==> src/rtl/bs_mac_array.sv <==
// Multi-lane bit-serial multiply-accumulate engine with shared activation
// stream, per-lane sign-magnitude double-buffered weights and an internal
// frame controller. Result bit k leaves two cycles after input bit k.
module bs_mac_array #(
    parameter int unsigned N_LANES  = 4,
    parameter int unsigned DATA_W   = 8,
    parameter int unsigned WEIGHT_W = 8,
    parameter int unsigned ACC_W    = 32
) (
    input  logic               clk,
    input  logic               reset,
    input  logic               frame_start,
    input  logic               data_bit,
    input  logic [N_LANES-1:0] acc_bit,
    input  logic               w_load,
    input  logic [N_LANES-1:0] w_bit,
    input  logic [N_LANES-1:0] w_sign,
    output logic [N_LANES-1:0] res_bit,
    output logic               res_valid,
    output logic               res_first,
    output logic               busy,
    output logic               w_ready,
    output logic               frame_err
);

    localparam int unsigned KW    = (ACC_W > 1) ? $clog2(ACC_W) : 1;
    localparam int unsigned CNT_W = 5;

    localparam logic [KW-1:0]    K_LAST = KW'(ACC_W - 1);
    localparam logic [KW-1:0]    K_DATA = KW'(DATA_W);
    localparam logic [CNT_W-1:0] W_BITS = CNT_W'(WEIGHT_W);
    localparam logic [CNT_W-1:0] W_LAST = CNT_W'(WEIGHT_W - 1);

    localparam logic [0:0] ST_IDLE = 1'b0;
    localparam logic [0:0] ST_RUN  = 1'b1;

    // Frame controller; k indexes the bit held in the input stage register
    logic [0:0]    state_q, state_d;
    logic [KW-1:0] k_q, k_d;
    logic          start_ok;
    logic          start_err;

    // Input stage: bit k sits here while the lanes process it
    logic               data_q;
    logic [N_LANES-1:0] acc_q;

    // Weight buffers
    logic [CNT_W-1:0]                   wcnt_q, wcnt_d;
    logic [N_LANES-1:0][WEIGHT_W-1:0]   shadow_mag_q, shadow_mag_d;
    logic [N_LANES-1:0]                 shadow_sign_q, shadow_sign_d;
    logic [N_LANES-1:0][WEIGHT_W-1:0]   act_mag_q, act_mag_d;
    logic [N_LANES-1:0]                 act_sign_q, act_sign_d;
    logic                               w_ready_q, w_ready_d;
    logic                               frame_err_q, frame_err_d;
    logic                               load_take;
    logic                               load_over;
    logic                               commit;

    // Lane datapath: carry-save multiplier chain plus serial adder carry
    logic [N_LANES-1:0][WEIGHT_W-1:0]   s_q, s_d;
    logic [N_LANES-1:0][WEIGHT_W-1:0]   c_q, c_d;
    logic [N_LANES-1:0]                 add_c_q, add_c_d;
    logic [N_LANES-1:0]                 res_bit_q, res_bit_d;
    logic                               res_valid_q;
    logic                               res_first_q;

    // Frame FSM next state: IDLE/RUN with bit counter, back-to-back restart at the last bit
    always_comb begin
        state_d   = state_q;
        k_d       = k_q;
        start_ok  = 1'b0;
        start_err = 1'b0;
        case (state_q)
            ST_IDLE: begin
                k_d = '0;
                if (frame_start) begin
                    state_d  = ST_RUN;
                    start_ok = 1'b1;
                end
            end
            ST_RUN: begin
                if (k_q == K_LAST) begin
                    k_d = '0;
                    if (frame_start) begin
                        start_ok = 1'b1;
                    end else begin
                        state_d = ST_IDLE;
                    end
                end else begin
                    k_d = k_q + KW'(1);
                    if (frame_start) begin
                        start_err = 1'b1;
                    end
                end
            end
            default: begin
                state_d = ST_IDLE;
                k_d     = '0;
            end
        endcase
    end

    // Weight load shifting, commit on accepted frame start, sticky error
    always_comb begin
        load_take     = w_load && (wcnt_q < W_BITS);
        load_over     = w_load && !load_take;
        commit        = start_ok && w_ready_q;
        wcnt_d        = w_load ? (load_take ? wcnt_q + CNT_W'(1) : wcnt_q) : '0;
        shadow_mag_d  = shadow_mag_q;
        shadow_sign_d = shadow_sign_q;
        act_mag_d     = act_mag_q;
        act_sign_d    = act_sign_q;
        w_ready_d     = w_ready_q;
        frame_err_d   = frame_err_q | start_err | load_over;
        if (load_take) begin
            for (int l = 0; l < int'(N_LANES); l++) begin
                shadow_mag_d[l] = {w_bit[l], shadow_mag_q[l][WEIGHT_W-1:1]};
            end
            if (wcnt_q == '0) begin
                shadow_sign_d = w_sign;
            end
        end
        // Commit reads the shadow as it stood before this cycle's load activity
        if (commit) begin
            act_mag_d  = shadow_mag_q;
            act_sign_d = shadow_sign_q;
        end
        if (load_take && (wcnt_q == W_LAST)) begin
            w_ready_d = 1'b1;
        end else if (load_take && (wcnt_q == '0)) begin
            w_ready_d = 1'b0;
        end else if (commit) begin
            w_ready_d = 1'b0;
        end
    end

    // Per-lane serial multiply, conditional negate, and accumulate
    always_comb begin : lane_math
        logic                x;
        logic                first;
        logic [WEIGHT_W-1:0] s_eff;
        logic [WEIGHT_W-1:0] c_eff;
        logic [WEIGHT_W-1:0] s_sh;
        logic                pp;
        logic                p;
        logic                ci;
        x     = data_q & (k_q < K_DATA);
        first = (k_q == '0);
        s_eff = '0;
        c_eff = '0;
        s_sh  = '0;
        pp    = 1'b0;
        p     = 1'b0;
        ci    = 1'b0;
        s_d       = '0;
        c_d       = '0;
        add_c_d   = '0;
        res_bit_d = '0;
        for (int l = 0; l < int'(N_LANES); l++) begin
            s_eff = first ? '0 : s_q[l];
            c_eff = first ? '0 : c_q[l];
            s_sh  = s_eff >> 1;
            for (int j = 0; j < int'(WEIGHT_W); j++) begin
                pp         = x & act_mag_q[l][j];
                s_d[l][j]  = pp ^ s_sh[j] ^ c_eff[j];
                c_d[l][j]  = (pp & s_sh[j]) | (pp & c_eff[j]) | (s_sh[j] & c_eff[j]);
            end
            // Negation is ~P + 1: invert product bits, inject the +1 as adder carry-in at bit 0
            p            = s_d[l][0] ^ act_sign_q[l];
            ci           = first ? act_sign_q[l] : add_c_q[l];
            res_bit_d[l] = p ^ acc_q[l] ^ ci;
            add_c_d[l]   = (p & acc_q[l]) | (p & ci) | (acc_q[l] & ci);
        end
    end

    // State, weight and datapath registers
    always_ff @(posedge clk) begin
        if (reset) begin
            state_q       <= ST_IDLE;
            k_q           <= '0;
            data_q        <= 1'b0;
            acc_q         <= '0;
            wcnt_q        <= '0;
            shadow_mag_q  <= '0;
            shadow_sign_q <= '0;
            act_mag_q     <= '0;
            act_sign_q    <= '0;
            w_ready_q     <= 1'b0;
            frame_err_q   <= 1'b0;
            s_q           <= '0;
            c_q           <= '0;
            add_c_q       <= '0;
            res_bit_q     <= '0;
            res_valid_q   <= 1'b0;
            res_first_q   <= 1'b0;
        end else begin
            state_q       <= state_d;
            k_q           <= k_d;
            data_q        <= data_bit;
            acc_q         <= acc_bit;
            wcnt_q        <= wcnt_d;
            shadow_mag_q  <= shadow_mag_d;
            shadow_sign_q <= shadow_sign_d;
            act_mag_q     <= act_mag_d;
            act_sign_q    <= act_sign_d;
            w_ready_q     <= w_ready_d;
            frame_err_q   <= frame_err_d;
            s_q           <= s_d;
            c_q           <= c_d;
            add_c_q       <= add_c_d;
            res_bit_q     <= (state_q == ST_RUN) ? res_bit_d : '0;
            res_valid_q   <= (state_q == ST_RUN);
            res_first_q   <= (state_q == ST_RUN) && (k_q == '0);
        end
    end

    assign res_bit   = res_bit_q;
    assign res_valid = res_valid_q;
    assign res_first = res_first_q;
    assign busy      = (state_q == ST_RUN);
    assign w_ready   = w_ready_q;
    assign frame_err = frame_err_q;

endmodule

==> config.mk <==
export PLATFORM = sky130hd
export DESIGN_NAME = bs_mac_array
export DESIGN_NICKNAME = d
export VERILOG_FILES = /design/src/rtl/bs_mac_array.sv
export SDC_FILE = /design/constraint.sdc
export NUM_CORES = 1
export LEC_CHECK = 0
export CORE_ASPECT_RATIO = 0.75
export CORE_MARGIN = 2
export CORE_UTILIZATION = 45
export DETAILED_ROUTE_END_ITERATION = 7
export GPL_TIMING_DRIVEN = 0
export SETUP_SLACK_MARGIN = 0.02
export SYNTH_ARGS = -nofsm -noshare
export SYNTH_HDL_FRONTEND = slang
export SYNTH_SLANG_ARGS = --single-unit
==> constraint.sdc <==
create_clock -name clk -period 2.8 [get_ports clk]
set_input_delay 0.56 -clock clk [delete_from_list [all_inputs] [get_ports clk]]
set_output_delay 0.56 -clock clk [all_outputs]
set_load 0.005 [all_outputs]
==> flow_summary_export.csv <==
group,metric,value,unit
run_status,status,"completed",
timing,tightest_slew,700,ps
detailed_routing,vias_per_cell,4.70,
global_route,antenna_found_initial,0,
power_and_ir_drop,p_per_area,595,mW/mm2
layout,multi_input_area,0.00347,mm2
timing,grt_setup_unrepaired,"false",
yosys,synth_flop_cell,"dfxtp_1",
yosys,synth_mux_area_share,6.52,%
placement,dp_slack,-401,ps
detailed_routing,drt-initial-drc-count,180,
layout,drive_gt1_share,8.40,%
worst_setup_path,r2r-start,"k_q[0]",
yosys,synth_top_family_by_area,"simple AND/OR/NAND/NOR gates",
layout,fill_cells,1354,
layout,final_core_util,54.8,%
detailed_routing,wl_met2,6060,um
power_and_ir_drop,irDropWorstVdd,0.000473,V
yosys,synth_warnings,0,
layout,n_antenna_cell,0,
worst_setup_path,cp.arrival,2940,ps
worst_setup_path,crit_required,3120,ps
power_and_ir_drop,p_leak,3.08,nW
placement,dp.cells,902,
cts,cts_tree,"done",
cts,htree_num_levels,4,
placement,post-dp-hpwl,10100,um
worst_setup_path,slowest_delay,590,ps
cts,clock_path_buffers,2,
global_route,grt_pass1_vias,4568,
timing,setup_ws,175,ps
placement,place_congestion,0.762,
global_route,grt_first_pass_wirelength,23400,um
timing,fmax,0.381,GHz
cts,clk_pin_slew,60,ps
yosys,synth_area,0.00683,mm2
yosys,syn_area_per_cell,10.1,um2
detailed_routing,first_pass_iters,5,
timing,setup_viol,0,
yosys,synthArstFlopShare,0,%
yosys,synth_xor_area_share,0.898,%
die,die_w,146,um
timing,timing.final.crit_share,93.8,%
yosys,synthAdderAreaFrac,11.0,%
yosys,synth_edf_count,0,
timing,layout_min_cycle_time,2630,ps
yosys,postSynthNetCount,735,
worst_setup_path,r2r-end,"res_bit[1]",
die,io_pins,26,
global_route,overflow,0,
yosys,synth-seq-cells,160,
yosys,syn-instance-count,677,
layout,seqCellArea,0.00320,mm2
timing,slew_headroom,53.3,%
die,rows,38,
worst_hold_path,hold_class,"reg2reg",
detailed_routing,top_layer,"met4",
yosys,synth-simple-area-share,28.2,%
worst_setup_path,critPathLaunchType,"flip-flop",
worst_hold_path,holdPathStages,1,
cts,cts_hold_buf,0,
detailed_routing,wl_met3,466,um
layout,syn2layout_area_growth,17.6,%
detailed_routing,drc,0,
detailed_routing,post_drt_wl_per_cell,15.1,um
detailed_routing,vias,4410,
timing,slew_viol_final,0,
layout,stdcell_count,938,
worst_setup_path,endpoint_kind,"flip-flop",
timing,finClkSkew,6.41,ps
worst_setup_path,path_cells,"inv_1, ha_1, nor4b_4, buf_6, buf_8, nor2b_1, fa_2, xor2_2, fa_1, and2_1",
worst_hold_path,whs_endpoint,"k_q[0]",
worst_setup_path,path_class,"reg2reg",
timing,whs,447,ps
placement,port_buffers,25,
cts,cts_sinks,160,
worst_setup_path,cp_slowest_cell,"fa_2",
power_and_ir_drop,power,4.77,mW
yosys,yosysSeqAreaShare,46.9,%
layout,nets,786,
yosys,synth_compound_gate_area_share,3.41,%
yosys,yosysUniqueCellTypes,33,
detailed_routing,wl_met1,7460,um
worst_setup_path,worst_r2r_path_depth,10,
run,drv_cap,0,
worst_hold_path,hold_start,"k_q[0]",
die,fp.dieH,111,um
cts,clock_latency,420,ps
die,start_util,46.6,%
worst_setup_path,crit_path_max_fanout,7,
die,die_area,0.0162,mm2
global_route,grt_usage,18.9,%
cts,cts_root_buffer,"clkbuf_16",
detailed_routing,drt_wl_total,14200,um
global_route,grt_max_degree,17,
worst_setup_path,ff2ff_setup_slack,170,ps
timing,hold_viol,0,
die,core-area,0.0146,mm2
detailed_routing,ant_nets,0,
cts,cts_buffers,17,
==> worst max path at each step <==
stage | start | end | slack [ps]
final | k_q[0] | res_bit[1] | 170
after global routing | k_q[0] | res_bit[3] | 30
after CTS | k_q[0] | res_bit[1] | 8
after detailed placement | k_q[0] | res_bit[0] | -400
after global placement | k_q[0] | res_bit[1] | -420
after floorplan | k_q[0] | res_bit[0] | 190
==> layer usage <==
metal	vias up	global-route usage, %
met5	-	0
met4	0	6.21
met3	15	4.90
met2	68	27.9
met1	2107	26.9
li1	2220	-
==> critical path, delay by kind of cell (launching register included) <==
| kind | cells | cell delay [ps] |
|---|---|---|
| adders and majority gates | 3 | 1170 |
| buffers and inverters | 3 | 370 |
| and+or+nand+nor | 3 | 460 |
| DFF | 1 | 340 |
| xor gates and xnor gates | 1 | 170 |
==> registers in the layout (all words and copies together) (netlist names) <==
register and flops:
w_ready 1, add_c_q 4, res_valid 1, shadow_sign_q 4
shadow_mag_q 32, s_q 28, res_bit 4, acc_q 4
frame_err 1, k_q 5, busy 1, c_q 32
data_q 1, wcnt_q 5, res_first 1, act_sign_q 4
act_mag_q 32
==> repair_timing <==
item | 4_1_cts | 5_1_grt
gates cloned | 0 | 0
gates resized for setup | 7 | 14
setup endpoints to repair | 8 | 7
buffers inserted | 2 | 5
pin swaps | 0 | 2
==> cell type report <==
class	count	share of cell area (%)
buffer	42	2.68
multi-input combinational	468	43.2
tap	200	3.12
clock buffer	23	5.95
timing repair buffer	32	3.77
sequential	160	39.9
clock inverter	6	1.04
inverter	7	0.327
==> power by group <==
part	internal [mW]	switching (mW)	total [mW]	leakage [nW]
Combinational	0.0982	0.129	0.228	1.51
Clock	1.36	0.868	2.23	0.279
Sequential	2.30	0.0142	2.31	1.29
Total	3.76	1.01	4.77	3.08
==> synthesized netlist by cell type, drive strengths merged, types with 3 or more instances <==
master    n  area (um2)
fa       32         641
nor2b   130         813
xor2      5        43.8
nor3      4        20.0
mux2      4        45.0
inv       7        26.3
nand2b   79         494
nand2    65         244
buf      16        83.8
dfxtp   160        3200
ha        9         113
a21oi    36         180
and2     39         244
clkbuf   26        97.6
nor3b     3        38.8
mux2i    40         400
nor2      6        22.5
==> cells in the final DEF (no fill, tap or decap), types with 2 or more instances in the layout <==
master           count
a21oi_1             36
and2_1              39
and3_1               2
buf_1                2
buf_2                9
buf_4                7
buf_6                3
buf_8                2
bufinv_16            2
clkbuf_1            28
clkbuf_16           17
clkbuf_8             3
clkdlybuf4s50_1     25
clkinv_2             3
dfxtp_1            159
fa_1                31
ha_1                 9
inv_1                7
mux2_2               4
mux2i_1             40
nand2_1             65
nand2b_1            79
nand3_1              2
nor2_1               6
nor2b_1            130
nor3_1               4
nor3b_2              2
o21ai_0              2
xnor2_1              2
xor2_2               4
==> through the flow <==
| stage | area [um2] | setup TNS [ps] |
|---|---|---|
| finish | 8030 | 0 |
| global route | 8030 | 0 |
| CTS | 7930 | 0 |
| detailed placement | 7330 | -2600 |
| global placement | 7330 | -2750 |
| floorplan | 6830 | 0 |
==> cell families (layout without fill, tap and decap cells) <==
| group | Yosys count | in the layout |
|---|---|---|
| and+or+nand+nor | 333 | 333 |
| DFF | 160 | 160 |
| buffers and inverters | 49 | 110 |
| muxes | 44 | 44 |
| AOI/OAI and AO/OA | 43 | 43 |
| adders and majority gates | 41 | 41 |
| xor gates and xnor gates | 7 | 7 |
No activity file was read; power rests on OpenSTA's default activity.
==> edit: new RTL, config.mk and constraints unchanged <==
`k_q`, `s_q`, `c_q` and `res_bit_q` no longer have a reset.
--- a/src/rtl/bs_mac_array.sv
+++ b/src/rtl/bs_mac_array.sv
@@ -178,5 +178,4 @@
         if (reset) begin
             state_q       <= ST_IDLE;
-            k_q           <= '0;
             data_q        <= 1'b0;
             acc_q         <= '0;
@@ -188,13 +187,9 @@
             w_ready_q     <= 1'b0;
             frame_err_q   <= 1'b0;
-            s_q           <= '0;
-            c_q           <= '0;
             add_c_q       <= '0;
-            res_bit_q     <= '0;
             res_valid_q   <= 1'b0;
             res_first_q   <= 1'b0;
         end else begin
             state_q       <= state_d;
-            k_q           <= k_d;
             data_q        <= data_bit;
             acc_q         <= acc_bit;
@@ -206,11 +201,15 @@
             w_ready_q     <= w_ready_d;
             frame_err_q   <= frame_err_d;
-            s_q           <= s_d;
-            c_q           <= c_d;
             add_c_q       <= add_c_d;
-            res_bit_q     <= (state_q == ST_RUN) ? res_bit_d : '0;
             res_valid_q   <= (state_q == ST_RUN);
             res_first_q   <= (state_q == ST_RUN) && (k_q == '0);
         end
+    end
+
+    always_ff @(posedge clk) begin
+        k_q       <= k_d;
+        s_q       <= s_d;
+        c_q       <= c_d;
+        res_bit_q <= (state_q == ST_RUN) ? res_bit_d : '0;
     end
 
Check against the original RTL: differs if reset is asserted again (counterexample within 4 cycles, from zero or initial values and one cycle with reset high); with reset held inactive, the same outputs for 10 cycles.
==> edit against the unedited design <==
  * Clock power grew 16%
  * Largest power group is now the clock network
  * Cell count fell by 9.1%
  * Area after synthesis shrank 6.0%
  * Design area shrank 3.1%
  * Total power grew 8.7%
  * Routed wire length shrank 9.8%
  * Largest cell class is now flip-flops and latches
  * Worst setup slack worse by 52 ps
  * Fmax decreased by 1.9%
  * Sequential cell count unchanged
  * Non-clock buffer count decreased by 3
==> edit: results <==
[logic_synthesis]
ys_top_cells_by_count = 160 x dfxtp_1, 79 x nand2b_1, 71 x nor2b_1, 66 x nand2_1, 40 x mux2i_1
synth_cell_types = 29
synthesis.nets = 667
synth_mux_area_share_pct = 6.94
synth-compound-area-share_pct = 3.31
ys_seq_area_share_pct = 49.9
synthFlopType = dfxtp_1
yosys.area_share.xor_xnor_pct = 1.09
yosysWarnings = 0
async_flop_share_pct = 0
synth_area_leaders = dfxtp_1 50%, fa_1 10%, nand2b_1 7.7%
synthAdderAreaFrac_pct = 11.7

[pwr]
ir_drop_v = 0.000473
p_leak_nw = 3.04
switching_power_mw = 1.09

[grt]
gr-usage-all-layers_pct = 18.4
grt_max_degree = 17
grt_pass1_wl_um = 20900
grt_pass1_vias = 4014

[critical_path]
crit_arrival_ps = 3000
path_delay_family = adder cells
r2r_slack_ps = 120
critPathSlowestCell = fa_1
max_stage_delay_ps = 580

[clock_tree]
cts_max_level = 4
clk_path_buf_depth = 2
cts_buffers = 17
root_buffer = clkbuf_16

[placement]
placed_area_um2 = 6890
hpwl_um = 9380
gp_congestion = 0.732
pre_cts_ws_ps = -596

[finish]
drive_above_1_share_pct = 10.9
antenna-diode-count = 0
nets = 723

[sta]
fmax_mhz = 374
tightest_slew_ps = 626
skew_ps = 7.78

[detailed_routing]
wl_per_cell_um = 15.0
vias_per_cell = 4.66
drt_iter0_drc = 193
detail_route.first_pass.iterations = 4

[run_status]
outcome = finished clean
==> edit: worst paths after layout <==
kind,start,end,cells past startpoint
worst max-delay path,k_q[1]$_SDFF_PP0_,res_bit[3]$_SDFF_PN0_,10
worst min-delay path,k_q[0]$_SDFF_PP0_,k_q[0]$_SDFF_PP0_,1
worst max register to register,k_q[1]$_SDFF_PP0_,res_bit[3]$_SDFF_PN0_,10
worst min register to register,k_q[0]$_SDFF_PP0_,k_q[0]$_SDFF_PP0_,1
==> edit: layout make-up <==
type,count,area [µm²]
Clock inverter,12,204
Timing Repair Buffer,37,340
Tap cell,175,219
Buffer,34,206
Inverter,6,22.5
Sequential cell,160,3210
Clock buffer,20,467
Fill cell,1179,6070
Multi-Input combinational cell,409,3110
==> edit: cell families (layout without fill, tap and decap cells) <==
group / count (synthesis) / in the layout
fa+ha+maj: 41 / 41
mux: 44 / 44
compound gates: 40 / 40
flops: 160 / 160
xor+xnor: 8 / 8
simple gates: 276 / 276
buf+inv: 40 / 109
==> edit: per-stage QoR <==
stage / hold WS, ps / setup TNS, ps / cells
after floorplan: 430 / 0 / 609
after global placement: 446 / -3920 / 809
after detailed placement: 453 / -3930 / 809
after CTS: 461 / 0 / 845
after global routing: 450 / -23.6 / 853
final: 442 / 0 / 853
==> edit: repair_timing <==
item                                    CTS  global route
resized for setup                        12            20
pin swaps                                 3             7
endpoints found under the setup margin    8             7
endpoints found under the hold margin     0             0
setup buffers                             4             8
==> edit: power groups by stage <==
stage | clock [mW] | sequential, mW | combinational (mW)
final | 2.59 | 2.32 | 0.278
after detailed placement | 0 | 2.37 | 0.219
after global placement | 0 | 2.37 | 0.216
after floorplan | 0 | 2.36 | 0.127
after global routing | 2.73 | 2.32 | 0.305
after CTS | 2.64 | 2.32 | 0.246
==> edit: per-layer routing <==
| layer | global-route usage (%) | vias up | wire length (µm) |
|---|---|---|---|
| met5 | 0 | - | 0 |
| met2 | 25.6 | 55 | 5170 |
| met1 | 27.8 | 1862 | 6920 |
| li1 | - | 2042 | - |
| met3 | 3.87 | 14 | 536 |
| met4 | 7.29 | 0 | 138 |
